**config.mk**
```make
export PLATFORM = sky130hd
export DESIGN_NAME = ps2_host_tx
export DESIGN_NICKNAME = d
export VERILOG_FILES = /design/src/rtl/ps2_host_tx.sv
export SDC_FILE = /design/constraint.sdc
export NUM_CORES = 1
export LEC_CHECK = 0
export ABC_AREA = 1
export CAP_MARGIN = 0
export CORE_ASPECT_RATIO = 1.25
export CORE_MARGIN = 1.5
export CORE_UTILIZATION = 60
export DETAILED_ROUTE_END_ITERATION = 8
export PLACE_DENSITY = 0.88
export SETUP_SLACK_MARGIN = 0.05
export SLEW_MARGIN = 0
export SYNTH_ARGS = -nofsm -noshare
export SYNTH_HDL_FRONTEND = slang
export SYNTH_SLANG_ARGS = --single-unit
export TNS_END_PERCENT = 100
```
**constraint.sdc**
```tcl
create_clock -name CLOCK -period 1.9 [get_ports CLOCK]
set_input_delay 0.38 -clock CLOCK [delete_from_list [all_inputs] [get_ports CLOCK]]
set_output_delay 0.38 -clock CLOCK [all_outputs]
set_load 0.03 [all_outputs]
```
**src/rtl/ps2_host_tx.sv**
```systemverilog
// PS/2 host-to-device transmitter: inhibit, request-to-send, clock out a frame
// on device clock edges, then check the device ACK.
module ps2_host_tx #(
   parameter int INHIBIT_CYCLES = 5000,
   parameter int REQ_CYCLES     = 50,
   parameter int TIMEOUT_CYCLES = 100000
) (
   input  logic       CLOCK,
   input  logic       reset,
   input  logic       send_cmd,
   input  logic [7:0] cmd_data,
   input  logic       ps2_clk_in,
   input  logic       ps2_dat_in,
   output logic       ps2_clk_oe,
   output logic       ps2_dat_oe,
   output logic       busy,
   output logic       done,
   output logic       error
);

   localparam int MAXC = (INHIBIT_CYCLES > REQ_CYCLES) ? INHIBIT_CYCLES : REQ_CYCLES;
   localparam int CW   = $clog2(MAXC + 1);
   localparam int WW   = $clog2(TIMEOUT_CYCLES + 1);

   typedef enum logic [2:0] {
      S_IDLE, S_INH, S_REQ, S_SEND, S_ACK, S_DONE, S_ERR
   } state_t;

   state_t         r_state;
   state_t         w_next;
   logic           r_clk_s1;
   logic           r_clk_s2;
   logic           r_clk_prev;
   logic           r_dat_s1;
   logic           r_dat_s2;
   logic [7:0]     r_byte;
   logic [CW-1:0]  r_cnt;
   logic [WW-1:0]  r_wd;
   logic [3:0]     r_bit;
   logic           r_dat;
   logic           w_fall;
   logic           w_wd_exp;
   logic [10:0]    w_frame;
   logic [3:0]     w_bit_nx;

   assign w_fall   = r_clk_prev & ~r_clk_s2;
   assign w_wd_exp = (r_wd == WW'(TIMEOUT_CYCLES));
   assign w_frame  = {1'b1, 1'b1, ~^r_byte, r_byte};
   assign w_bit_nx = r_bit + 4'd1;

   // Idle bus lines are high, so the synchronisers reset to 1
   always_ff @(posedge CLOCK or posedge reset) begin
      if (reset) begin
         r_clk_s1   <= 1'b1;
         r_clk_s2   <= 1'b1;
         r_clk_prev <= 1'b1;
         r_dat_s1   <= 1'b1;
         r_dat_s2   <= 1'b1;
      end else begin
         r_clk_s1   <= ps2_clk_in;
         r_clk_s2   <= r_clk_s1;
         r_clk_prev <= r_clk_s2;
         r_dat_s1   <= ps2_dat_in;
         r_dat_s2   <= r_dat_s1;
      end
   end

   always_ff @(posedge CLOCK or posedge reset) begin
      if (reset) r_state <= S_IDLE;
      else       r_state <= w_next;
   end

   always_comb begin
      w_next = r_state;
      unique case (r_state)
         S_IDLE: if (send_cmd) w_next = S_INH;
         S_INH:  if (r_cnt == CW'(INHIBIT_CYCLES - 1)) w_next = S_REQ;
         S_REQ:  if (r_cnt == CW'(REQ_CYCLES - 1)) w_next = S_SEND;
         S_SEND: begin
            if (w_wd_exp)                       w_next = S_ERR;
            else if (w_fall && r_bit == 4'd9)   w_next = S_ACK;
         end
         S_ACK: begin
            if (w_wd_exp)    w_next = S_ERR;
            else if (w_fall) w_next = r_dat_s2 ? S_ERR : S_DONE;
         end
         S_DONE:  w_next = S_IDLE;
         S_ERR:   w_next = S_IDLE;
         default: w_next = S_IDLE;
      endcase
   end

   always_ff @(posedge CLOCK or posedge reset) begin
      if (reset) begin
         r_byte <= '0;
         r_cnt  <= '0;
         r_wd   <= '0;
         r_bit  <= '0;
         r_dat  <= 1'b0;
      end else begin
         if (r_state == S_IDLE && send_cmd)
            r_byte <= cmd_data;

         if (w_next != r_state)
            r_cnt <= '0;
         else if (r_state == S_INH || r_state == S_REQ)
            r_cnt <= r_cnt + CW'(1);

         // Watchdog runs only while the device owns the clock
         if (r_state == S_SEND || r_state == S_ACK)
            r_wd <= w_fall ? '0 : r_wd + WW'(1);
         else
            r_wd <= '0;

         if (r_state == S_REQ && w_next == S_SEND) begin
            r_bit <= '0;
            r_dat <= ~w_frame[0];
         end else if (r_state == S_SEND && w_fall && w_next == S_SEND) begin
            r_bit <= w_bit_nx;
            r_dat <= ~w_frame[w_bit_nx];
         end
      end
   end

   always_comb begin
      ps2_clk_oe = 1'b0;
      ps2_dat_oe = 1'b0;
      busy       = (r_state != S_IDLE);
      done       = 1'b0;
      error      = 1'b0;
      unique case (r_state)
         S_INH:  ps2_clk_oe = 1'b1;
         S_REQ: begin
            ps2_clk_oe = 1'b1;
            ps2_dat_oe = 1'b1;
         end
         S_SEND: ps2_dat_oe = r_dat;
         S_DONE: done = 1'b1;
         S_ERR:  error = 1'b1;
         default: ;
      endcase
   end

endmodule

```
Word level (Yosys, flattened, before mapping)

Index checks and enable logic that the tools add are counted.

Shifts and indexed selects: 0
Reduce and logical (&&, ||, !) cells: 13
Div/mod/pow operators: 0
Order comparisons: 1
Equal/unequal tests: 12
Bitwise gates (word level): 4
Add/subtract/negate cells: 3
Multipliers: 0
Multiplexer cells: 23

Operators with widths:

| operator                                                                     | count |
|---|---|
| 17-bit 2-to-1 mux                                                            | 2 |
| 13-bit 2-to-1 mux                                                            | 2 |
| 3-bit 2-to-1 mux                                                             | 7 |
| 17-bit by 1-bit adder with 17-bit output, second input constant              | 1 |
| 17-bit equality test, second input constant                                  | 1 |
| 3-bit one-hot mux with 5 select lines                                        | 1 |
| 13-bit by 1-bit adder with 13-bit output, second input constant              | 1 |
| 13-bit equality test, second input constant                                  | 1 |
| 13-bit by 6-bit equality test with 1-bit output, second input constant       | 1 |
| 3-bit by 2-bit equality test with 1-bit output, second input constant        | 3 |
| 3-bit equality test, second input constant                                   | 3 |
| 4-bit 2-to-1 mux                                                             | 2 |
| 8-bit XNOR reduction                                                         | 1 |
| 1-bit 2-to-1 mux                                                             | 6 |
| 1-bit logical AND                                                            | 5 |
| 4-bit by 5-bit less-than comparator with 1-bit output, second input constant | 1 |
| 4-bit by 1-bit adder with 4-bit output, second input constant                | 1 |
| 1-bit binary-select mux with 4-bit select                                    | 1 |
| 4-bit equality test, second input constant                                   | 1 |
| 2-bit nonzero test                                                           | 2 |
| 3-bit by 1-bit equality test with 1-bit output, second input constant        | 1 |
| 3-bit zero test                                                              | 1 |
| 3-bit inequality test                                                        | 1 |
| 1-bit NOT                                                                    | 3 |
| other kinds (6)                                                              | 7 |

Bits in registers: 51
Latch bits: 0
Logic and storage cells: 67
Bits in read-only memories: 0
Output and inout bits: 5
Input port bits: 13
Memories: 0
Bits in writable memories: 0

Logic depth before layout (Yosys ltp)

Gate-level depths: netlist (run 1).

Word-level depth: 10
Gate-level depth with buffers: 13
Mapped depth without buffers: 13

Worst setup path after synthesis (run 1)

Ideal clock, no wire load.

Kind: register to output
Start: register r_state[2]
End: output port done
Data arrival time: 1.197 ns
Data required time: 1.520 ns
Buffers on the path: 0
Stages on the path, launching flop included: 3
Slack: 0.323 ns
Path through: dfrtp_1 > inv_2 > nor3_1

Cells in the longest elaborated chain, start to end: 2

RTL lines:

| what                   | RTL line | source |
|---|---|---|
| from (decl)            | 29       | `state_t r_state;` |
| from (signal assigned) | 70       | `else r_state <= w_next;` |
| 3-bit equality test    | 131      | `unique case (r_state)` |
| 1-bit 2-to-1 mux       | 131      |  |
| to (decl)              | 17       | `output logic done,` |

No other way between the ends.

Final worst setup path (run 1)

Start: register r_state[1]
End: output port ps2_clk_oe

Cells in the longest elaborated chain, start to end: 3
Elaborated cells on any way between the ends: 4
Those cells by class: eq/ne (2); mux (1); reduce/logical (1)

RTL lines:

| what                                                                                                                    | RTL line | source |
|---|---|---|
| 3-bit by 1-bit equality test with 1-bit output / 3-bit by 2-bit equality test with 1-bit output (equally long branches) | 131      |  |
| 2-bit OR reduction (no line) *                                                                                          | -        |  |
| 1-bit 2-to-1 mux *                                                                                                      | 131      |  |
| to (decl)                                                                                                               | 14       | `output logic ps2_clk_oe,` |

Mark *: on every way between the ends. The rest lies on a longest branch, timed or not.

==> summary.md, run 1 <==
| Metric | Value |
|---|---|
| Result of the run | `finished, final reports clean` |
| Place WS | `0.157 ns` |
| Worst hold-check slack | `0.354 ns` |
| Most area-consuming cells after synthesis | `sky130_fd_sc_hd__dfrtp_1, sky130_fd_sc_hd__nand2_1, sky130_fd_sc_hd__nor2_1` |
| Remaining antenna violation count after routing | `0` |
| Most instantiated library cell after synthesis | `sky130_fd_sc_hd__nand2_1` |
| Fill count | `329` |
| Top cell by count, worst path | `sky130_fd_sc_hd__buf_6` |
| Clock tree sinks | `51` |
| Clock buffer count from CTS | `5` |
| Aggregate routed wire length | `7280 um` |
| All-layer global routing usage | `26.7%` |
| Io pins | `18` |
| Clock-pin slew reported for the worst setup and hold paths after clock tree synthesis | `0.09 ns` |
| TritonCTS clock tree | `built` |
| Crit path arrival time | `1.46 ns` |
| Sequential area share after synthesis | `42.1%` |
| Mapped Cells | `400` |
| First-pass DRT Iterations | `4` |
| Area growth from synthesis to layout | `20.9%` |
| Number of H-tree levels | `2` |
| Number of nets produced by synthesis | `419` |
| Share of final-layout standard cells stronger than drive strength 1 | `21.4%` |
| Final Util | `76.7%` |
| Pwr dens | `578 nW/um2` |
| Number of antenna violations at the first check in global routing | `0` |
| Die Wd | `66.7 um` |
| RR Startpoint | `r_clk_s2` |
| Number of cells on the worst reg-to-reg path | `10` |
| Vias/cell | `approximately 5.5` |
| Commonest cells post-synth | `sky130_fd_sc_hd__nand2_1, sky130_fd_sc_hd__nor2_1, sky130_fd_sc_hd__dfrtp_1, sky130_fd_sc_hd__inv_1, sky130_fd_sc_hd__nand3_1` |
| Startpoint-to-endpoint class of the critical path | `reg2out` |
| Critical Path End Type | `output pin` |
| Routed wire per std cell | `14.5 um` |
| Highest attainable clock frequency | `544 MHz` |
| Number of global-route vias before repair | `2,573` |
| Buffers on Ports | `17` |
| Routability Congestion | `0.918` |
| Placed wire-length estimate | `4480 um` |
| Setup-failing EPs final | `0` |
| Buffer and inverter count on the worst path | `3` |
| Req. time, crit path | `1.52 ns` |
| Count of hold-fix buffers inserted at cts | `0` |
| Number of slew-limit violations in the final report | `0` |
| Total of warnings raised by yosys | `0` |
| Wire length of the first global-routing pass | `11,200 um` |
| Post-Synthesis Mean Instance Area | `roughly 7.6 um2` |
| Yosys reg bits | `51` |
| Cell-by-cell listing of the critical path | `buf_6, nor3_4, inv_2, nand2_8, buf_6` |
| Total number of vias | `2,770` |
| FF+latch area | `1280 um2` |
| Vertical extent of the die | `82.6 um` |
| Post-route clock period utilization | `96.8%` |
| Post-layout total power | `0.00213 W` |
| RSZ-0062 raised after global routing | `yes` |
| Min setup slack post-route | `0.0601 ns` |
| Hold Path Depth | `0` |
| Max-Cap Viols | `0` |
| Async set-or-reset flop fraction in the synthesized netlist | `between 90% and 100%` |
| Net count of the finished layout | `461` |
| Die outline area | `5510 um2` |
| Endpoint of the lowest-slack register-to-register path | `r_cnt[9]` |
| Post-synthesis instance area | `3040 um2` |
| Clk_lat worst skew | `0.31 ns` |
| Worst Setup Start Kind | `register` |
| Final period demand of the worst path | `1.84 ns` |
| Hold Crit Start | `r_dat_s1` |
| Hold violation total from the final report | `0` |
| First DRT Iteration DRCs | `185` |
| Worst Hold Endpoint | `r_dat_s2` |
| Number of remaining DRC errors | `0` |
| CP delay by family, top | `flip-flops` |
| Synth Flop Type | `sky130_fd_sc_hd__dfrtp_1` |
| Fraction of post-synthesis cell area in the top cell type by area | `a little under two fifths` |
| Static leakage power | `~1.7 nW` |
| Worst rel slew slack | `80.8%` |
| Worst Max-Slew Pin Slew | `between 0.2 and 0.3 ns` |
| Area of the core | `4800 um2` |
| Largest net degree at the start of global routing | `52` |
| Number of rows in the core area | `28` |
| Overflow left after global routing | `0` |
| Yosys cell types | `36` |
| Initial core utilization | `63.4%` |
| Max Fanout on Critical Path | `9` |
| Slowest Stage Delay on Critical Path | `0.43 ns` |
| Count of flip-flops with a built-in enable after synthesis | `0` |
| Diode insertion count for antenna repair | `0` |
| VDD IR-drop max | `between 0.0004 and 0.0005 V` |
| Clock root cell | `sky130_fd_sc_hd__clkbuf_8` |
| Type of the most critical hold path | `reg2reg` |
| Cell type with the largest total area after synthesis | `sky130_fd_sc_hd__dfrtp_1` |
| Worst Clk Skew | `0.00855 ns` |
| Minimum setup slack among reg-to-reg paths | `approximately 0.070 ns` |
| Slowest cell on the critical path | `sky130_fd_sc_hd__dfrtp_1` |
| Total area of multi-input combinational cells | `1610 um2` |
| Buffer depth of the longest clock path | `2` |
==> layout by cell type, fill, tap and decap left out, types with 6 or more instances in the layout <==
cell type	n
sky130_fd_sc_hd__inv_1	44
sky130_fd_sc_hd__a21oi_1	12
sky130_fd_sc_hd__clkdlybuf4s50_1	12
sky130_fd_sc_hd__nand2_2	13
sky130_fd_sc_hd__nor2_4	6
sky130_fd_sc_hd__nand2_1	94
sky130_fd_sc_hd__nor3_1	9
sky130_fd_sc_hd__o21ai_0	20
sky130_fd_sc_hd__inv_2	10
sky130_fd_sc_hd__dfrtp_1	46
sky130_fd_sc_hd__xor2_1	10
sky130_fd_sc_hd__nand3_1	26
sky130_fd_sc_hd__buf_4	18
sky130_fd_sc_hd__nor2_1	51
sky130_fd_sc_hd__nor2_2	12
==> how the worst max path moves through the flow <==
stage,from,end,slack [ns],cells after the start
2_1_floorplan,reset,r_bit[0],0.30,1
3_3_place_gp,r_state[1],done,0.18,2
3_5_place_dp,r_state[0],r_cnt[4],0.16,9
4_1_cts,r_state[1],ps2_clk_oe,0.04,5
5_1_grt,r_wd[0],r_cnt[9],-0.006,11
6_report,r_state[1],ps2_clk_oe,0.06,5
==> per-layer routing <==
metal	track usage (%)	wire [um]	up-vias
met5	0	0	-
met2	51.6	3980	98
met1	30.2	2730	1290
li1	-	-	1348
met4	6.12	248	0
met3	4.74	319	34
==> state kept, by name (all words and copies together) (netlist names) <==
| name | cells |
|---|---|
| r_wd | 17 |
| r_cnt | 13 |
| r_byte | 8 |
| r_bit | 4 |
| r_state | 3 |
| r_clk_prev | 1 |
| r_clk_s1 | 1 |
| r_clk_s2 | 1 |
| r_dat | 1 |
| r_dat_s1 | 1 |
| r_dat_s2 | 1 |
==> repair_timing <==
item / in CTS / in global routing
gates cloned: 0 / 1
gates resized for setup: 5 / 25
hold endpoints to repair: 0 / 0
pin swaps: 1 / 9
endpoints found under the setup margin: 4 / 15
setup buffers: 3 / 11
==> power by group <==
| group | internal [W] | leakage, nW | switching (W) |
|---|---|---|---|
| Combinational | 0.0000480 | 0.968 | 0.0000682 |
| Sequential | 0.00111 | 0.647 | 0.0000130 |
| Clock | 0.000527 | 0.0654 | 0.000367 |
| Total | 0.00168 | 1.68 | 0.000448 |
==> area by class of cell <==
class	instances	area share, %
Multi-Input combinational cell	291	43.7
Sequential cell	51	34.8
Timing Repair Buffer	39	10.3
Inverter	54	5.51
Tap cell	60	2.04
Clock buffer	6	1.97
Clock inverter	2	1.63
==> worst reg2reg max path, delay by kind of cell, from the launching register on <==
kind | cells | cell delay [ns]
buffers and inverters | 3 | 0.29
AND/OR/NAND/NOR | 6 | 0.71
AO/OA/AOI/OAI | 1 | 0.20
flip-flops | 1 | 0.55
==> stage by stage <==
stage | cells | cell area, um2 | TNS, ns
2_1_floorplan | 400 | 3040 | 0
3_3_place_gp | 480 | 3310 | 0
3_5_place_dp | 480 | 3310 | 0
4_1_cts | 491 | 3480 | 0
5_1_grt | 503 | 3680 | -0.00592
6_report | 503 | 3680 | 0
==> kinds of logic after synthesis <==
family,count (synthesis),synth area share [%]
compound gates,43,8.26
fa+ha+maj,6,2.47
simple gates,229,35.5
flops,51,42.1
xor+xnor,13,3.74
buf+inv,58,7.89
No activity file was read; power rests on OpenSTA's default activity.
==> run 2: changes to the inputs <==
Settings changed: SLEW_MARGIN 0 to 10, TNS_END_PERCENT 100 to 30.
==> run 2 against run 1 <==
Clock skew grew 0.0013 ns. Largest power group unchanged. Largest cell class unchanged. Utilization down 2.2 points. Wire length is 7.0% lower.
==> summary.md, run 2 (synthesized netlist as in run 1, its figures left out) <==
| Metric | Value |
|---|---|
| Worst rel slew slack | `80.4% (was 80.8%)` |
| All-layer global routing usage | `26.6% (was 26.7%)` |
| Post-route clock period utilization | `98.3% (was 96.8%)` |
| Total number of vias | `2,717 (was 2,770)` |
| First-pass DRT Iterations | `4 (unchanged)` |
| Worst Max-Slew Pin Slew | `0.292 ns (was 0.286 ns)` |
| Vertical extent of the die | `82.6 um (unchanged)` |
| Crit path arrival time | `1.49 ns (was 1.46 ns)` |
| Non-filler cells in the finished layout | `500 (was 503)` |
| Aggregate routed wire length | `6770 um (was 7280 um)` |
| Req. time, crit path | `1.52 ns (about the same)` |
| Wire length of the first global-routing pass | `11,200 um (about the same)` |
| Number of remaining DRC errors | `0 (unchanged)` |
| Static leakage power | `1.66 nW (was 1.68 nW)` |
| Minimum setup slack among reg-to-reg paths | `0.10 ns (was 0.07 ns)` |
| Max Fanout on Critical Path | `8 (was 9)` |
| Endpoint of the lowest-slack register-to-register path | `r_cnt[5] (was r_cnt[9])` |
| Commonest cells after routing, fill and taps aside | `sky130_fd_sc_hd__nand2_1, sky130_fd_sc_hd__nor2_1, sky130_fd_sc_hd__dfrtp_1 (unchanged)` |
| Hold violation total from the final report | `0 (unchanged)` |
| Cells after DPL | `480 (unchanged)` |
| Startpoint-to-endpoint class of the critical path | `reg2out (unchanged)` |
| Result of the run | `finished, final reports clean (unchanged)` |
| Setup-failing EPs final | `0 (unchanged)` |
| First DRT Iteration DRCs | `181 (was 185)` |
| Area of the core | `4800 um2 (unchanged)` |
| Max-Cap Viols | `0 (unchanged)` |
| Worst Clk Skew | `0.00982 ns (was 0.00855 ns)` |
| Routability Congestion | `0.918 (unchanged)` |
| RR Startpoint | `r_state[0] (was r_clk_s2)` |
| Number of cells on the worst reg-to-reg path | `11 (was 10)` |
| Initial core utilization | `63.4% (unchanged)` |
| Pwr dens | `594 nW/um2 (was 578 nW/um2)` |
| Registers with the highest flip-flop counts | `r_wd: 17 flops, r_cnt: 13 flops, r_byte: 8 flops (unchanged)` |
| Post-layout total power | `0.00213 W (about the same)` |
| Placed wire-length estimate | `4480 um (unchanged)` |
| Flip-flop count of the largest register after layout | `17 (unchanged)` |
| Clock buffer count from CTS | `5 (unchanged)` |
| Final period demand of the worst path | `1.87 ns (was 1.84 ns)` |
| Most common cell after layout, fill and taps aside | `sky130_fd_sc_hd__nand2_1 (unchanged)` |
| TritonCTS clock tree | `built (unchanged)` |
| Number of slew-limit violations in the final report | `0 (unchanged)` |
| Net count of the finished layout | `458 (was 461)` |
| Number of global-route vias before repair | `2,546 (was 2,573)` |
| Routed wire per std cell | `13.5 um (was 14.5 um)` |
| Share of final-layout standard cells stronger than drive strength 1 | `19.3% (was 21.4%)` |
| Clock tree sinks | `51 (unchanged)` |
| Die Wd | `66.7 um (unchanged)` |
| Clock-pin slew reported for the worst setup and hold paths after clock tree synthesis | `0.09 ns (about the same)` |
| Overflow left after global routing | `0 (unchanged)` |
| Number of antenna violations at the first check in global routing | `0 (unchanged)` |
| Number of rows in the core area | `28 (unchanged)` |
| Place WS | `0.157 ns (unchanged)` |
| Die outline area | `5510 um2 (unchanged)` |
| RSZ-0062 raised after global routing | `yes (unchanged)` |
| Critical Path End Type | `output pin (unchanged)` |
| Type of the most critical hold path | `reg2reg (unchanged)` |
| Buffer depth of the longest clock path | `2 (unchanged)` |
| Min setup slack post-route | `0.0329 ns (was 0.0601 ns)` |
| VDD IR-drop max | `0.000481 V (was 0.000484 V)` |
| Diode insertion count for antenna repair | `0 (unchanged)` |
| Vias/cell | `5.43 (was 5.51)` |
| Remaining antenna violation count after routing | `0 (unchanged)` |
| Biggest register | `r_wd (unchanged)` |
| Worst Setup Start Kind | `register (unchanged)` |
| Endpoint of the most critical setup path | `ps2_clk_oe (unchanged)` |
| Largest net degree at the start of global routing | `52 (unchanged)` |
| Clk_lat worst skew | `0.31 ns (about the same)` |
| Clock root cell | `sky130_fd_sc_hd__clkbuf_8 (unchanged)` |
| Worst hold-check slack | `0.355 ns (was 0.354 ns)` |
| Buffers on Ports | `17 (unchanged)` |
| Highest attainable clock frequency | `536 MHz (was 544 MHz)` |
| Launch point of the critical path | `r_state[0] (was r_state[1])` |
| Area growth from synthesis to layout | `17.5% (was 20.9%)` |
| Io pins | `18 (unchanged)` |
| Number of H-tree levels | `2 (unchanged)` |
## run 2: what timing repair did
item,CTS,global route
hold buffers,0,0
pin swaps,0,4
gates cloned,0,0
resized for setup,5,6
buffers inserted,0,12
setup endpoints to repair,4,13
## run 2: report_power, final
part	internal (W)	switching, W
clock	0.000526	0.000365
combinational	0.0000480	0.0000678
sequential	0.00111	0.0000131
## run 2: layout make-up
class	count	area, um2
multi-input cells	291	1560
flip-flops and latches	51	1280
fillers	345	1220
inverters	54	203
repair buffers	36	327
well taps	60	75.1
clock buffers	6	72.6
clock inverters	2	60.1
## run 2: per-stage QoR
step / instance area [um2] / utilization [%] / setup TNS (ns)
floorplan: 3040 / - / 0
global placement: 3310 / 69.0 / 0
detailed placement: 3310 / 69.0 / 0
CTS: 3450 / 72.0 / 0
global route: 3580 / 74.5 / -0.0982
finish: 3580 / 74.5 / 0
## run 2: worst min-delay path by stage
stage | from | end | slack (ns) | cells after the start
2_1_floorplan | r_clk_s1 | r_clk_s2 | 0.35 | 0
3_3_place_gp | r_dat_s1 | r_dat_s2 | 0.35 | 0
3_5_place_dp | r_clk_s1 | r_clk_s2 | 0.35 | 0
4_1_cts | r_dat_s1 | r_dat_s2 | 0.36 | 0
5_1_grt | r_dat_s1 | r_dat_s2 | 0.37 | 0
6_report | r_dat_s1 | r_dat_s2 | 0.36 | 0
## run 2: critical path, stage by stage (launching register included)
cell	delay (ns)
sky130_fd_sc_hd__dfrtp_1	0.42
sky130_fd_sc_hd__inv_2	0.06
sky130_fd_sc_hd__buf_6	0.14
sky130_fd_sc_hd__nor3_4	0.22
sky130_fd_sc_hd__inv_2	0.09
sky130_fd_sc_hd__nand2_8	0.10
sky130_fd_sc_hd__buf_6	0.13
## run 2: routing by layer
metal	track usage (%)	share of wire (%)
met3	4.74	4.2
met1	30.2	38
met2	51.4	56
met4	6.12	2.0
met5	0	0
